$ cat src/rtl/insa_trace_buffer_pkg.sv
// Shared definitions for the INSA trace buffer and the ALU that reads it.
package insa_trace_buffer_pkg;

  localparam int unsigned INSA_BUF_DEPTH = 16;
  localparam int unsigned INSA_IDX_W     = 20;

  typedef logic [31:0] insa_trace_t;

endpackage

$ cat src/rtl/insa_buf_ptr_ctrl.sv
// Pointer/count bookkeeping for the INSA trace buffer: write/read pointers,
// occupancy count, and the sticky overflow and crash flags.
module insa_buf_ptr_ctrl #(
  parameter int unsigned DEPTH = 16,
  localparam int unsigned PTR_W = $clog2(DEPTH),
  localparam int unsigned CNT_W = $clog2(DEPTH + 1)
) (
  input  logic             clk_i,
  input  logic             rst_ni,
  input  logic             push_valid_i,
  input  logic             rst_buf_i,
  input  logic             en_crash_i,
  output logic             wr_en_o,
  output logic [PTR_W-1:0] rd_ptr_o,
  output logic [PTR_W-1:0] wr_ptr_o,
  output logic [CNT_W-1:0] count_o,
  output logic             overflow_o,
  output logic             crash_o
);

  logic [PTR_W-1:0] rd_ptr_q, rd_ptr_d;
  logic [PTR_W-1:0] wr_ptr_q, wr_ptr_d;
  logic [CNT_W-1:0] count_q, count_d;
  logic             overflow_q, overflow_d;
  logic             crash_q, crash_d;
  logic             full;

  assign full = (count_q == CNT_W'(DEPTH));

  always_comb begin
    rd_ptr_d   = rd_ptr_q;
    wr_ptr_d   = wr_ptr_q;
    count_d    = count_q;
    overflow_d = overflow_q;
    crash_d    = crash_q;
    wr_en_o    = push_valid_i & ~rst_buf_i;

    // Clear wins over a same-cycle push; crash survives until a core reset.
    if (rst_buf_i) begin
      rd_ptr_d   = '0;
      wr_ptr_d   = '0;
      count_d    = '0;
      overflow_d = 1'b0;
    end else if (push_valid_i) begin
      wr_ptr_d = wr_ptr_q + PTR_W'(1);
      if (full) begin
        rd_ptr_d   = rd_ptr_q + PTR_W'(1);
        overflow_d = 1'b1;
        if (en_crash_i) begin
          crash_d = 1'b1;
        end
      end else begin
        count_d = count_q + CNT_W'(1);
      end
    end
  end

  always_ff @(posedge clk_i or negedge rst_ni) begin
    if (!rst_ni) begin
      rd_ptr_q   <= '0;
      wr_ptr_q   <= '0;
      count_q    <= '0;
      overflow_q <= 1'b0;
      crash_q    <= 1'b0;
    end else begin
      rd_ptr_q   <= rd_ptr_d;
      wr_ptr_q   <= wr_ptr_d;
      count_q    <= count_d;
      overflow_q <= overflow_d;
      crash_q    <= crash_d;
    end
  end

  assign rd_ptr_o   = rd_ptr_q;
  assign wr_ptr_o   = wr_ptr_q;
  assign count_o    = count_q;
  assign overflow_o = overflow_q;
  assign crash_o    = crash_q;

endmodule

$ cat src/rtl/insa_trace_buffer.sv
// Circular trace capture buffer with combinational oldest-end and newest-end
// indexed reads for the ALU's INSA port.
module insa_trace_buffer
  import insa_trace_buffer_pkg::*;
#(
  parameter int unsigned DEPTH  = INSA_BUF_DEPTH,
  parameter int unsigned DATA_W = 32,
  parameter int unsigned IDX_W  = INSA_IDX_W,
  localparam int unsigned CNT_W = $clog2(DEPTH + 1)
) (
  input  logic              clk_i,
  input  logic              rst_ni,
  input  logic              push_valid_i,
  input  logic [DATA_W-1:0] push_data_i,
  input  logic [IDX_W-1:0]  read_index_i,
  output logic [DATA_W-1:0] read_first_o,
  output logic [DATA_W-1:0] read_last_o,
  output logic              data_in_buffer_o,
  output logic [CNT_W-1:0]  count_o,
  input  logic              rst_buf_i,
  input  logic              en_crash_i,
  output logic              overflow_o,
  output logic              crash_o
);

  localparam int unsigned PTR_W = $clog2(DEPTH);
  localparam int unsigned CMP_W = (IDX_W > CNT_W) ? IDX_W : CNT_W;

  logic [DATA_W-1:0] mem_q [DEPTH];
  logic              wr_en;
  logic [PTR_W-1:0]  rd_ptr;
  logic [PTR_W-1:0]  wr_ptr;
  logic [CNT_W-1:0]  count;
  logic [PTR_W-1:0]  idx_lo;
  logic [PTR_W-1:0]  first_addr;
  logic [PTR_W-1:0]  last_addr;
  logic              idx_valid;

  insa_buf_ptr_ctrl #(
    .DEPTH (DEPTH)
  ) i_ptr_ctrl (
    .clk_i        (clk_i),
    .rst_ni       (rst_ni),
    .push_valid_i (push_valid_i),
    .rst_buf_i    (rst_buf_i),
    .en_crash_i   (en_crash_i),
    .wr_en_o      (wr_en),
    .rd_ptr_o     (rd_ptr),
    .wr_ptr_o     (wr_ptr),
    .count_o      (count),
    .overflow_o   (overflow_o),
    .crash_o      (crash_o)
  );

  // Storage is intentionally not reset; the count gates every read.
  always_ff @(posedge clk_i) begin
    if (wr_en) begin
      mem_q[wr_ptr] <= push_data_i;
    end
  end

  // Full-width compare so indices at or beyond DEPTH never alias onto live entries.
  assign idx_valid  = CMP_W'(read_index_i) < CMP_W'(count);
  assign idx_lo     = read_index_i[PTR_W-1:0];
  assign first_addr = rd_ptr + idx_lo;
  assign last_addr  = wr_ptr - PTR_W'(1) - idx_lo;

  assign read_first_o     = idx_valid ? mem_q[first_addr] : '0;
  assign read_last_o      = idx_valid ? mem_q[last_addr] : '0;
  assign data_in_buffer_o = (count != '0);
  assign count_o          = count;

endmodule
$ cat config.mk
export PLATFORM = sky130hd
export DESIGN_NAME = insa_trace_buffer
export DESIGN_NICKNAME = d
export VERILOG_FILES = /design/src/rtl/insa_trace_buffer_pkg.sv /design/src/rtl/insa_buf_ptr_ctrl.sv /design/src/rtl/insa_trace_buffer.sv
export SDC_FILE = /design/constraint.sdc
export NUM_CORES = 1
export LEC_CHECK = 0
export CAP_MARGIN = 10
export CORE_MARGIN = 3
export CORE_UTILIZATION = 54
export CTS_CLUSTER_SIZE = 30
export DETAILED_ROUTE_END_ITERATION = 7
export PLACE_DENSITY_LB_ADDON = 0.12
export SKIP_CTS_REPAIR_TIMING = 1
export SYNTH_ARGS = -nofsm -noshare
export SYNTH_HDL_FRONTEND = slang
export SYNTH_SLANG_ARGS = --single-unit
$ cat constraint.sdc
create_clock -name clk_i -period 6.5 [get_ports clk_i]
set_input_delay 0.975 -clock clk_i [delete_from_list [all_inputs] [get_ports clk_i]]
set_output_delay 0.975 -clock clk_i [all_outputs]
set_load 0.02 [all_outputs]
Yosys cells after proc, flatten, opt, wreduce, memory -nomap -nowiden
Memories as Yosys holds them, arrays and structs flattened. Cells that the tools add are included.

$add $sub $neg: 6. Multipliers: 0. Div/mod/pow operators: 0. $lt $le $gt $ge: 1. Equal/unequal tests: 2. Shift-type cells: 0. Mux-type cells: 15. Bitwise logic cells: 2. Reductions and logical operators: 6.

Operators by type and width (number): $mux 32 (2); $lt 20x5->1 (1); $mux 4 (5); $mux 5 (3); $add 4x1->4 const B (2); $add 5x1->5 const B (1); $eq 5x5->1 const B (1); $mux 1 (5); $reduce_bool 5->1 (1); $add 4x4->4 (1); $reduce_and 2->1 (2); $reduce_and 4->1 (1); $reduce_bool 2->1 (2); $sub 4x1->4 const B (1); $sub 4x4->4 (1); $ne 2x2->1 const B (1); $and 1x1->1 (1); $not 1->1 (1).

Flip-flop bits (word level): 15. Bits in latches: 0. Bits in writable memories: 512. ROM bits: 0. Input bits: 57. Output and inout bits: 72. Logic and storage cells: 38. Memories: 1.

Memory list: mem_q (words 16, bits a word 32, rd ports 2, clocked after Yosys merged registers in 0, wr ports 1, RTL line insa_trace_buffer.sv:29) `logic [DATA_W-1:0] mem_q [DEPTH];`.

Logic depth before layout (Yosys ltp)
Gate-level depths: netlist (run 1).

Depth in word-level cells: 4. Mapped depth: 10. Depth with buffers taken out: 8.

Modules after synthesis
From an unflattened synthesis (run 1), not the netlist that was laid out.

Cells, all modules: 1262. Area total of the unflattened synthesis: 25502.0 um2.

Modules (own cells, without submodules): insa_trace_buffer (times used 1, cells each 1189, area an instance 24737.5 um2, sequential area each 15374.7 um2); insa_buf_ptr_ctrl (times used 1, cells each 73, area an instance 764.5 um2, sequential area each 375.4 um2).

Worst setup path before layout (run 1)
No wires, ideal clock.

Kind: input to register. Start point: input push_valid_i. End point: memory mem_q[11][0], enable pin. Library setup time: 0.513 ns. Data arrival time: 4.780 ns. Required time: 5.987 ns. Path slack: 1.207 ns. Stages: 3. Path buffers: 1. Cell sequence: buf_1 -> nand2_1 -> nor4b_1.

Word-level cells in the longest chain between the ends: 3.

Ends and longest elaborated chain: from (decl) (RTL line insa_trace_buffer.sv:13) `input logic push_valid_i,`; $and 1x1->1 (RTL line insa_buf_ptr_ctrl.sv:36) `wr_en_o = push_valid_i & ~rst_buf_i;`; $mux 1 (RTL line insa_trace_buffer.sv:57) `if (wr_en) begin`; $mux 1 (not written as such) (RTL line insa_trace_buffer.sv:58) `mem_q[wr_ptr] <= push_data_i;`; to (decl) (RTL line insa_trace_buffer.sv:29).

No other way between the ends.

Worst setup path in the final report (run 1)
Start point: input read_index_i[1]. End point: output read_first_o[29].

Word-level cells in the longest chain between the ends: 3. Elaborated cells between the ends (all ways): 4. Classes of those cells: add/sub (1); order compare (1); mux (1); memory (1).

Ends and longest elaborated chain: from (decl) (RTL line insa_trace_buffer.sv:15) `input logic [IDX_W-1:0] read_index_i,`; $add 4x4->4 (RTL line insa_trace_buffer.sv:65) `assign first_addr = rd_ptr + idx_lo;`; $mem_v2 16x32; $mux 32 * (RTL line insa_trace_buffer.sv:68) `assign read_first_o = idx_valid ? mem_q[first_addr] : '0;`; to (decl) (RTL line insa_trace_buffer.sv:16) `output logic [DATA_W-1:0] read_first_o,`.

Every way passes the cells marked *; elsewhere a longest branch is shown, timed or not.

==> impl_metrics.csv, run 1 <==
group,metric,value,unit
run_status,status,"completed",
place,dp_hpwl,36.3,mm
hold_path,whs_endpoint,"i_ptr_ctrl.crash_o$_DFFE_PN0P_",
sta,skew,0.0226,ns
logic_synthesis,ys_async_sr_fraction,2.85,%
floorplan,ios,129,
power_and_ir_drop,p_per_area,270,nW/um^2
drt,vias,13900,
place,placedInstanceArea,27400,um^2
logic_synthesis,synthesis.area,25300,um^2
sta,finalSetupViolations,0,
clock_tree,clk_pin_slew,0.06,ns
grt,grt_pass1_vias,14800,
power_and_ir_drop,leakage,9.32,nW
grt,grt_remaining_overflow,0,
drt,via_per_inst,6.77,
worst_setup_path,crit_path_end_kind,"output pin",
layout,final_area,29100,um^2
logic_synthesis,yosys.cell_types.count,47,
clock_tree,numCtsBuffers,56,
hold_path,hold_start,"i_ptr_ctrl.crash_o$_DFFE_PN0P_",
floorplan,fp.dieW,222,um
drt,dr.pass1.iters,5,
worst_setup_path,regToRegSetupSlack,3.86,ns
logic_synthesis,synth_area_leaders,"edfxtp_1 (61%), mux4_2 (23%), a211oi_1 (3.0%), mux2i_1 (2.7%), nor2b_1 (1.5%)",
grt,antenna_found_initial,3,
place,io_buffers,128,
sta,hold_viol,0,
logic_synthesis,synth_ff_type,"edfxtp_1",
drt,drt_first_iter_violations,1550,
drt,drc,0,
worst_setup_path,cp-start-kind,"input port",
worst_setup_path,r2r-end,"mem_q[14][17]$_DFFE_PP_",
worst_setup_path,cpPeakStageDelay,1.14,ns
sta,tightest_slew,1.12,ns
clock_tree,clockRootBuffer,"clkbuf_16",
logic_synthesis,synth_edf_count,512,
layout,nNetsFinal,1489,
logic_synthesis,ys_seq_area_share,62.3,%
place,place.gp.congestion,0.769,
sta,hold-worst-slack,0.469,ns
worst_setup_path,path_common_cell,"clkdlybuf4s50_1",
floorplan,rows,78,
clock_tree,ctsHtreeMaxLevel,2,
drt,ant_nets,0,
run,cap_violations,0,
layout,fill_cells,3119,
floorplan,die-area,49500,um^2
floorplan,die_y,222,um
grt,grt_pass1_wl,94.5,mm
sta,maxSlewViolCount,0,
logic_synthesis,syn_area_per_cell,20.1,um^2
worst_setup_path,arrival,4.88,ns
grt,grt_usage,25.7,%
drt,routed_wl,62.6,mm
logic_synthesis,syn_inst,1259,
sta,post-route-period-util,90.1,%
clock_tree,cts_tree,"done",
logic_synthesis,ys_ff_latch,527,
worst_setup_path,worstPathMaxFanout,19,
power_and_ir_drop,ir_worst_vdd,218,uV
hold_path,hold_class,"reg -> reg",
grt,grt_max_degree,56,
sta,rsz0062_at_grt,"false",
sta,slew_headroom,25.1,%
layout,final_core_util,63.7,%
hold_path,whs_path_depth,1,
floorplan,initial_core_util,55.2,%
layout,drive_gt1_share,30.9,%
floorplan,design.core.area,45800,um^2
clock_tree,clkSinkCount,527,
worst_setup_path,path_class,"in -> out",
worst_setup_path,worstRegToRegCells,5,
sta,setup_tns,0,ns
worst_setup_path,crit_chain,"clkdlybuf4s50_1 -> fa_4 -> buf_4 -> mux4_2 -> and2b_1 -> a211oi_1 -> a2111oi_1 -> clkdlybuf4s50_1",
logic_synthesis,synth_top_area_share,60.8,%
sta,layout_min_cycle_time,5.86,ns
worst_setup_path,required,5.52,ns
worst_setup_path,cp_slowest_cell,"fa_4",
worst_setup_path,timing.rr.start,"i_ptr_ctrl.wr_ptr_o[0]$_DFFE_PN0P_",
drt,post_drt_wl_per_cell,30.4,um
sta,max_clock_freq,171,MHz
layout,synthToLayoutAreaGrowth,15.2,%
logic_synthesis,synth_nets,1335,
clock_tree,clock_latency,0.60,ns
clock_tree,clockBufferDepth,3,
logic_synthesis,synth.largest_area_cell,"edfxtp_1",
logic_synthesis,yosysWarningCount,0,
[layer usage]
| layer | part of all wire (%) | routed length (um) | GRT usage, % | vias to the layer above |
|---|---|---|---|---|
| met5 | 0.043 | 27 | 0 | - |
| met4 | 2.2 | 1380 | 6.81 | 4 |
| li1 | - | - | - | 5756 |
| met3 | 7.3 | 4550 | 5.17 | 104 |
| met1 | 40 | 25200 | 36.0 | 7447 |
| met2 | 50 | 31400 | 42.2 | 617 |
[registers in the layout (all words and copies together), names as in the netlist]
name	flops
mem_q	512
i_ptr_ctrl.count_o	5
i_ptr_ctrl.rd_ptr_o	4
i_ptr_ctrl.wr_ptr_o	4
i_ptr_ctrl.crash_o	1
i_ptr_ctrl.overflow_o	1
[cells in the final DEF, fill, tap and decap left out, types with 10 or more instances in the layout]
master	count
a211oi_1	101
clkinv_2	12
nor2b_1	61
clkdlybuf4s50_1	128
clkbuf_16	57
clkinv_1	14
clkbuf_1	10
mux2i_1	67
a211oi_2	19
inv_1	13
edfxtp_1	512
buf_4	59
mux4_2	254
nor2_1	15
dfrtp_1	15
ha_1	15
[how the worst max path moves through the flow]
stage / end / start / slack (ns)
4_1_cts: read_last_o[17] / read_index_i[0] / 0.67
6_report: read_first_o[29] / read_index_i[1] / 0.64
3_3_place_gp: read_last_o[8] / read_index_i[0] / 0.67
3_5_place_dp: read_last_o[17] / read_index_i[0] / 0.69
2_1_floorplan: mem_q[11][0]$_DFFE_PP_ / push_valid_i / 1.21
5_1_grt: read_first_o[29] / read_index_i[1] / 0.46
[critical path: cells and delay by family]
family          cells  cell delay [ns]
buf+inv             3             1.55
mux                 1             0.18
fa+ha+maj           1             1.14
compound gates      2             0.90
simple gates        1             0.13
[final cells by class]
type	instances	area (um^2)	share of cell area, %
sequential	527	15800	54.0
inverter	14	53.8	0.185
clock buffer	67	1460	5.02
timing repair buffer	195	1880	6.47
tap	600	751	2.58
multi-input combinational	619	8920	30.6
clock inverter	34	312	1.07
antenna	1	2.50	0.00859
[per-stage QoR]
stage / worst slack [ns] / total power [mW] / cells
after floorplan: 1.21 / 4.58 / 1259
after global placement: 0.674 / 4.84 / 1955
after detailed placement: 0.686 / 4.86 / 1955
after CTS: 0.672 / 7.95 / 2056
after global routing: 0.459 / 8.16 / 2057
final: 0.642 / 7.88 / 2057
[cells by family (layout without fill, tap and decap cells)]
logic type / after synthesis / in the layout / share of synthesized area (%)
compound gates: 138 / 138 / 4.67
simple gates: 124 / 124 / 2.86
other cells: 0 / 1 / 0
xor+xnor: 15 / 15 / 0.668
mux: 323 / 323 / 25.5
fa+ha+maj: 19 / 19 / 0.999
buf+inv: 113 / 310 / 3.04
flops: 527 / 527 / 62.3
[Yosys cell counts (2+ instances only)]
cell type,n
a2111oi_1,8
a211oi_1,101
a211oi_2,19
a21o_1,3
a21oi_2,2
and2b_1,5
and3_1,6
buf_1,3
buf_12,2
buf_2,38
buf_4,16
buf_6,19
buf_8,5
clkbuf_1,15
dfrtp_1,15
edfxtp_1,512
fa_1,2
ha_1,17
inv_1,13
mux2i_1,67
mux4_1,2
mux4_2,254
nand2_1,8
nand2b_1,2
nand3_1,3
nand4_1,5
nor2_1,20
nor2b_1,61
nor3_1,4
nor4_1,4
xnor2_1,5
xnor2_2,3
xor2_1,5
xor2_2,2
[where the power goes]
part / internal [mW] / switching (mW) / leakage, nW
registers: 3.76 / 0.0149 / 4.82
clock network: 1.83 / 1.27 / 0.868
logic: 0.498 / 0.512 / 3.63
Note: power is estimated with default switching activity, not from simulation.
==> inputs of run 2 (changes only) <==
- SLEW_MARGIN: default -> 25
==> run 2 against run 1 <==
Compared with the run above: critical path depth unchanged; combinational power barely moved; sequential power is essentially flat; first-iteration DRC count grew 8.0%; hold slack improved by 0.0030 ns; via count barely moved; final cell count decreased by 0.19%; die area did not move; flip-flop and latch count is the same; critical endpoint unchanged.
==> impl_metrics.csv, run 2 (synthesis results as in run 1) <==
group,metric,value,unit
power_and_ir_drop,p_per_area,267,nW/um^2
layout,fill_cells,3134,
clock_tree,numCtsBuffers,53,
sta,hold_viol,0,
power_and_ir_drop,pwr-share-comb,13.0,%
sta,tightest_slew,0.971,ns
worst_setup_path,arrival,4.92,ns
worst_setup_path,crit_path_end_kind,"output pin",
sta,maxSlewViolCount,0,
clock_tree,clkSinkCount,527,
drt,post_drt_wl_per_cell,30.4,um
sta,worst_slack,0.609,ns
worst_setup_path,path_class,"in -> out",
worst_setup_path,cp-start-kind,"input port",
worst_setup_path,required,5.52,ns
power_and_ir_drop,intPower,5.99,mW
layout,layout.cells.most_common,"edfxtp_1",
layout,drive_gt1_share,31.0,%
sta,skew,0.0256,ns
grt,antenna_found_initial,2,
floorplan,initial_core_util,55.2,%
sta,post-route-period-util,90.6,%
sta,max_clock_freq,170,MHz
power_and_ir_drop,p_sw_share,23.0,%
grt,grt_usage,25.7,%
power_and_ir_drop,pwr-share-seq,48.5,%
clock_tree,ctsHtreeMaxLevel,2,
worst_setup_path,worstPathMaxFanout,19,
grt,grt_pass1_wl,94.4,mm
layout,insertedDiodeCount,0,
power_and_ir_drop,clockPowerShare,38.6,%
layout,synthToLayoutAreaGrowth,15.0,%
clock_tree,cts_tree,"done",
grt,grt_remaining_overflow,0,
place,place.gp.congestion,0.769,
sta,finalSetupViolations,0,
floorplan,design.core.area,45800,um^2
power_and_ir_drop,p_total,7.78,mW
sta,slew_headroom,35.2,%
clock_tree,clk_pin_slew,0.06,ns
place,io_buffers,128,
power_and_ir_drop,ir_worst_vdd,193,uV
floorplan,die_y,222,um
clock_tree,clock_latency,0.60,ns
hold_path,hold_class,"reg -> reg",
place,dp_slack,0.688,ns
floorplan,fp.dieW,222,um
drt,ant_nets,0,
power_and_ir_drop,leakage,9.29,nW
sta,layout_min_cycle_time,5.89,ns
floorplan,ios,129,
layout,mostFrequentLayoutCells,"edfxtp_1 (512), mux4_2 (254), clkdlybuf4s50_1 (128)",
run,cap_violations,0,
drt,via_per_inst,6.78,
power_and_ir_drop,p_sw,1.79,mW
drt,routed_wl,62.4,mm
sta,hold-worst-slack,0.472,ns
drt,drt_first_iter_violations,1674,
drt,dr.pass1.iters,5,
sta,setup_tns,0,ns
run_status,status,"completed",
drt,drc,0,
layout,nNetsFinal,1487,
drt,vias,13900,
clock_tree,clockRootBuffer,"clkbuf_16",
place,dp_hpwl,36.5,mm
layout,largest_reg_flops,512,
floorplan,die-area,49500,um^2
grt,grt_pass1_vias,14800,
floorplan,rows,78,
layout,top_register,"mem_q",
grt,grt_max_degree,56,
clock_tree,clockBufferDepth,3,
sta,rsz0062_at_grt,"false",
-- run 2: final timing paths --
| check | startpoint | end | slack [ns] | cells past startpoint |
|---|---|---|---|---|
| max reg2reg | i_ptr_ctrl.wr_ptr_o[1]$_DFFE_PN0P_ | mem_q[12][11]$_DFFE_PP_ | 3.91 | 5 |
| max in group asynchronous | rst_ni | i_ptr_ctrl.rd_ptr_o[3]$_DFFE_PN0P_ | 5.27 | 1 |
| min reg2reg | i_ptr_ctrl.crash_o$_DFFE_PN0P_ | i_ptr_ctrl.crash_o$_DFFE_PN0P_ | 0.47 | 1 |
| min | i_ptr_ctrl.crash_o$_DFFE_PN0P_ | i_ptr_ctrl.crash_o$_DFFE_PN0P_ | 0.47 | 1 |
| max | read_index_i[1] | read_first_o[29] | 0.61 | 8 |
| min in group asynchronous | rst_ni | i_ptr_ctrl.count_o[4]$_DFFE_PN0P_ | 0.79 | 1 |
-- run 2: routing by layer --
layer,share of wire [%],GRT usage (%)
met5,0.053,0
met4,2.3,6.67
met3,7.1,5.07
met2,50,41.6
met1,41,36.5
-- run 2: layout make-up --
type | instances | area (um^2) | share of cell area (%)
clock buffer | 65 | 1410 | 4.86
clock inverter | 32 | 290 | 0.998
inverter | 14 | 53.8 | 0.185
multi-input combinational | 619 | 8920 | 30.7
sequential | 527 | 15800 | 54.1
tap | 600 | 751 | 2.58
timing repair buffer | 196 | 1900 | 6.55
-- run 2: stage by stage --
| stage | utilization, % | instances | area [um^2] |
|---|---|---|---|
| 3_3_place_gp | 59.8 | 1955 | 27400 |
| 4_1_cts | 63.6 | 2053 | 29100 |
| 2_1_floorplan | - | 1259 | 25300 |
| 5_1_grt | 63.6 | 2053 | 29100 |
| 6_report | 63.6 | 2053 | 29100 |
| 3_5_place_dp | 59.8 | 1956 | 27400 |
-- run 2: power groups by stage --
stage               sequential, mW  clock (mW)  combinational [mW]
finish                        3.77        3.00                1.01
CTS                           3.77        3.05                1.02
detailed placement            3.84           0                1.02
global placement              3.84           0                1.00
global route                  3.77        3.21                1.08
floorplan                     3.84           0               0.739
-- run 2: critical path, cell delays in order --
cell and delay (ns):
clkdlybuf4s50_1 0.58, fa_4 1.14, buf_4 0.22, mux4_2 0.18, and2b_1 0.12, a211oi_1 0.04, a2111oi_1 0.88, clkdlybuf4s50_1 0.76
==> inputs of run 3 (changes only) <==
- CORE_ASPECT_RATIO: default -> 1.5
- CORE_UTILIZATION: 54 -> 40
- MAX_ROUTING_LAYER: default -> met4
==> run 3 against run 2 <==
Compared with the run above: die area rose by 34%; total power fell by 1.6%; core utilization decreased by 17 points; fmax decreased by 0.65%; first-iteration DRC count decreased by 44%; flip-flop and latch count did not move; clock power fell by 4%.
==> impl_metrics.csv, run 3 (synthesis results as in run 1) <==
group,metric,value,unit
worst_setup_path,required,5.52,ns
floorplan,initial_core_util,40.5,%
layout,drive_gt1_share,30.5,%
sta,tightest_slew,0.898,ns
drt,drc,0,
clock_tree,clkSinkCount,527,
clock_tree,clock_latency,0.59,ns
drt,drt_first_iter_violations,931,
worst_setup_path,worstPathMaxFanout,46,
grt,antenna_found_initial,1,
grt,grt_remaining_overflow,0,
worst_setup_path,path_buf_inv,4,
layout,top_register,"mem_q",
drt,routed_wl,66.5,mm
run_status,status,"completed",
clock_tree,cts_tree,"done",
power_and_ir_drop,p_per_area,261,nW/um^2
power_and_ir_drop,leakage,9.24,nW
clock_tree,clockRootBuffer,"clkbuf_16",
clock_tree,clk_pin_slew,0.06,ns
sta,maxSlewViolCount,0,
power_and_ir_drop,p_sw_share,23.0,%
place,io_buffers,128,
sta,post-route-period-util,91.2,%
drt,post_drt_wl_per_cell,29.7,um
layout,finalNonFillerCells,2239,
layout,largest_reg_flops,512,
place,dp_hpwl,37.7,mm
floorplan,fp.dieW,211,um
worst_setup_path,path_common_cell,"clkdlybuf4s50_1",
sta,layout_min_cycle_time,5.93,ns
grt,grt_max_degree,56,
sta,slew_headroom,40.0,%
drt,via_per_inst,6.10,
floorplan,rows,112,
floorplan,die_y,314,um
layout,mostFrequentLayoutCells,"edfxtp_1 (512), mux4_2 (254), clkdlybuf4s50_1 (128)",
run,cap_violations,0,
clock_tree,clockBufferDepth,3,
sta,max_clock_freq,169,MHz
worst_setup_path,cpPeakStageDelay,1.04,ns
grt,grt_usage,20.9,%
worst_setup_path,cp_top_family,"buffers and inverters",
floorplan,die-area,66300,um^2
place,dp.cells,2149,
sta,finalSetupViolations,0,
clock_tree,numCtsBuffers,51,
clock_tree,ctsHtreeMaxLevel,2,
floorplan,ios,129,
power_and_ir_drop,pwr-share-seq,49.2,%
worst_setup_path,path_class,"in -> out",
sta,hold_viol,0,
grt,grt_pass1_vias,14800,
power_and_ir_drop,p_sw,1.76,mW
power_and_ir_drop,p_total,7.66,mW
worst_setup_path,cp-start-kind,"input port",
power_and_ir_drop,clockPowerShare,37.6,%
drt,dr.pass1.iters,6,
worst_setup_path,crit_path_end_kind,"output pin",
sta,skew,0.0210,ns
power_and_ir_drop,pwr-share-comb,13.2,%
floorplan,design.core.area,62400,um^2
layout,nNetsFinal,1480,
place,place.gp.congestion,0.733,
worst_setup_path,crit_chain,"clkdlybuf4s50_1 -> fa_4 -> buf_12 -> mux4_2 -> nor2b_1 -> a211oi_1 -> a2111oi_1 -> buf_4 -> clkdlybuf4s50_1",
worst_setup_path,arrival,4.95,ns
worst_setup_path,cp_slowest_cell,"fa_4",
sta,rsz0062_at_grt,"false",
layout,layout.cells.most_common,"edfxtp_1",
power_and_ir_drop,ir_worst_vdd,202,uV
drt,vias,13700,
drt,ant_nets,0,
hold_path,hold_class,"reg -> reg",
layout,synthToLayoutAreaGrowth,15.8,%
power_and_ir_drop,intPower,5.89,mW
grt,grt_pass1_wl,98.0,mm
sta,setup_tns,0,ns
-- run 3: cell count changes in the layout (fill, tap and decap cells not counted), sizes merged --
cell and change:
buf -5, clkinv -6, diode +1, clkinvlp +1, clkbuf -2, bufinv -1
-- run 3: power by group through the flow --
stage | combinational, mW | clock [mW] | sequential, mW
finish | 1.01 | 2.88 | 3.77
global placement | 1.02 | 0 | 3.84
CTS | 1.03 | 2.96 | 3.77
global route | 1.08 | 3.08 | 3.77
detailed placement | 1.03 | 0 | 3.84
floorplan | 0.739 | 0 | 3.84
-- run 3: worst register-to-register path, cell delays in order, from the launching register on --
cell and delay, ns:
dfrtp_1 0.49, nor2b_1 0.39, nand2_1 0.16, nor2_4 0.41, buf_12 0.25, buf_4 0.32
-- run 3: layout make-up --
cell class	instances	area (um^2)
Sequential cell	527	15800
Antenna cell	1	2.50
Clock inverter	26	231
Multi-Input combinational cell	619	8920
Tap cell	798	998
Fill cell	5171	33100
Inverter	14	53.8
Clock buffer	63	1370
Timing Repair Buffer	191	1960
-- run 3: metrics by stage --
| stage | area [um^2] | hold WS [ns] | util (%) | setup WS [ns] |
|---|---|---|---|---|
| floorplan | 25300 | 0.523 | - | 1.21 |
| global placement | 27600 | 0.461 | 44.2 | 0.584 |
| detailed placement | 27700 | 0.458 | 44.4 | 0.589 |
| CTS | 29300 | 0.478 | 47.0 | 0.567 |
| global route | 29300 | 0.511 | 47.0 | 0.473 |
| finish | 29300 | 0.473 | 47.0 | 0.570 |
-- run 3: worst paths after layout --
| check | startpoint | endpoint | slack [ns] | depth (start not counted) |
|---|---|---|---|---|
| setup / recovery | read_index_i[1] | read_first_o[3] | 0.57 | 9 |
| hold / removal | i_ptr_ctrl.crash_o$_DFFE_PN0P_ | i_ptr_ctrl.crash_o$_DFFE_PN0P_ | 0.47 | 1 |
| setup reg to reg | i_ptr_ctrl.wr_ptr_o[3]$_DFFE_PN0P_ | mem_q[4][16]$_DFFE_PP_ | 4.14 | 5 |
| min in group asynchronous | rst_ni | i_ptr_ctrl.rd_ptr_o[0]$_DFFE_PN0P_ | 0.81 | 1 |
| hold reg to reg | i_ptr_ctrl.crash_o$_DFFE_PN0P_ | i_ptr_ctrl.crash_o$_DFFE_PN0P_ | 0.47 | 1 |
| max in group asynchronous | rst_ni | i_ptr_ctrl.rd_ptr_o[3]$_DFFE_PN0P_ | 5.23 | 1 |
-- run 3: routing by layer --
metal | GRT usage [%] | routed length (um) | up-vias
met3 | 3.54 | 3640 | 82
met1 | 26.7 | 27000 | 7427
met2 | 35.2 | 34600 | 446
li1 | - | - | 5705
met4 | 4.71 | 1300 | 0
met5 | - | 0 | -
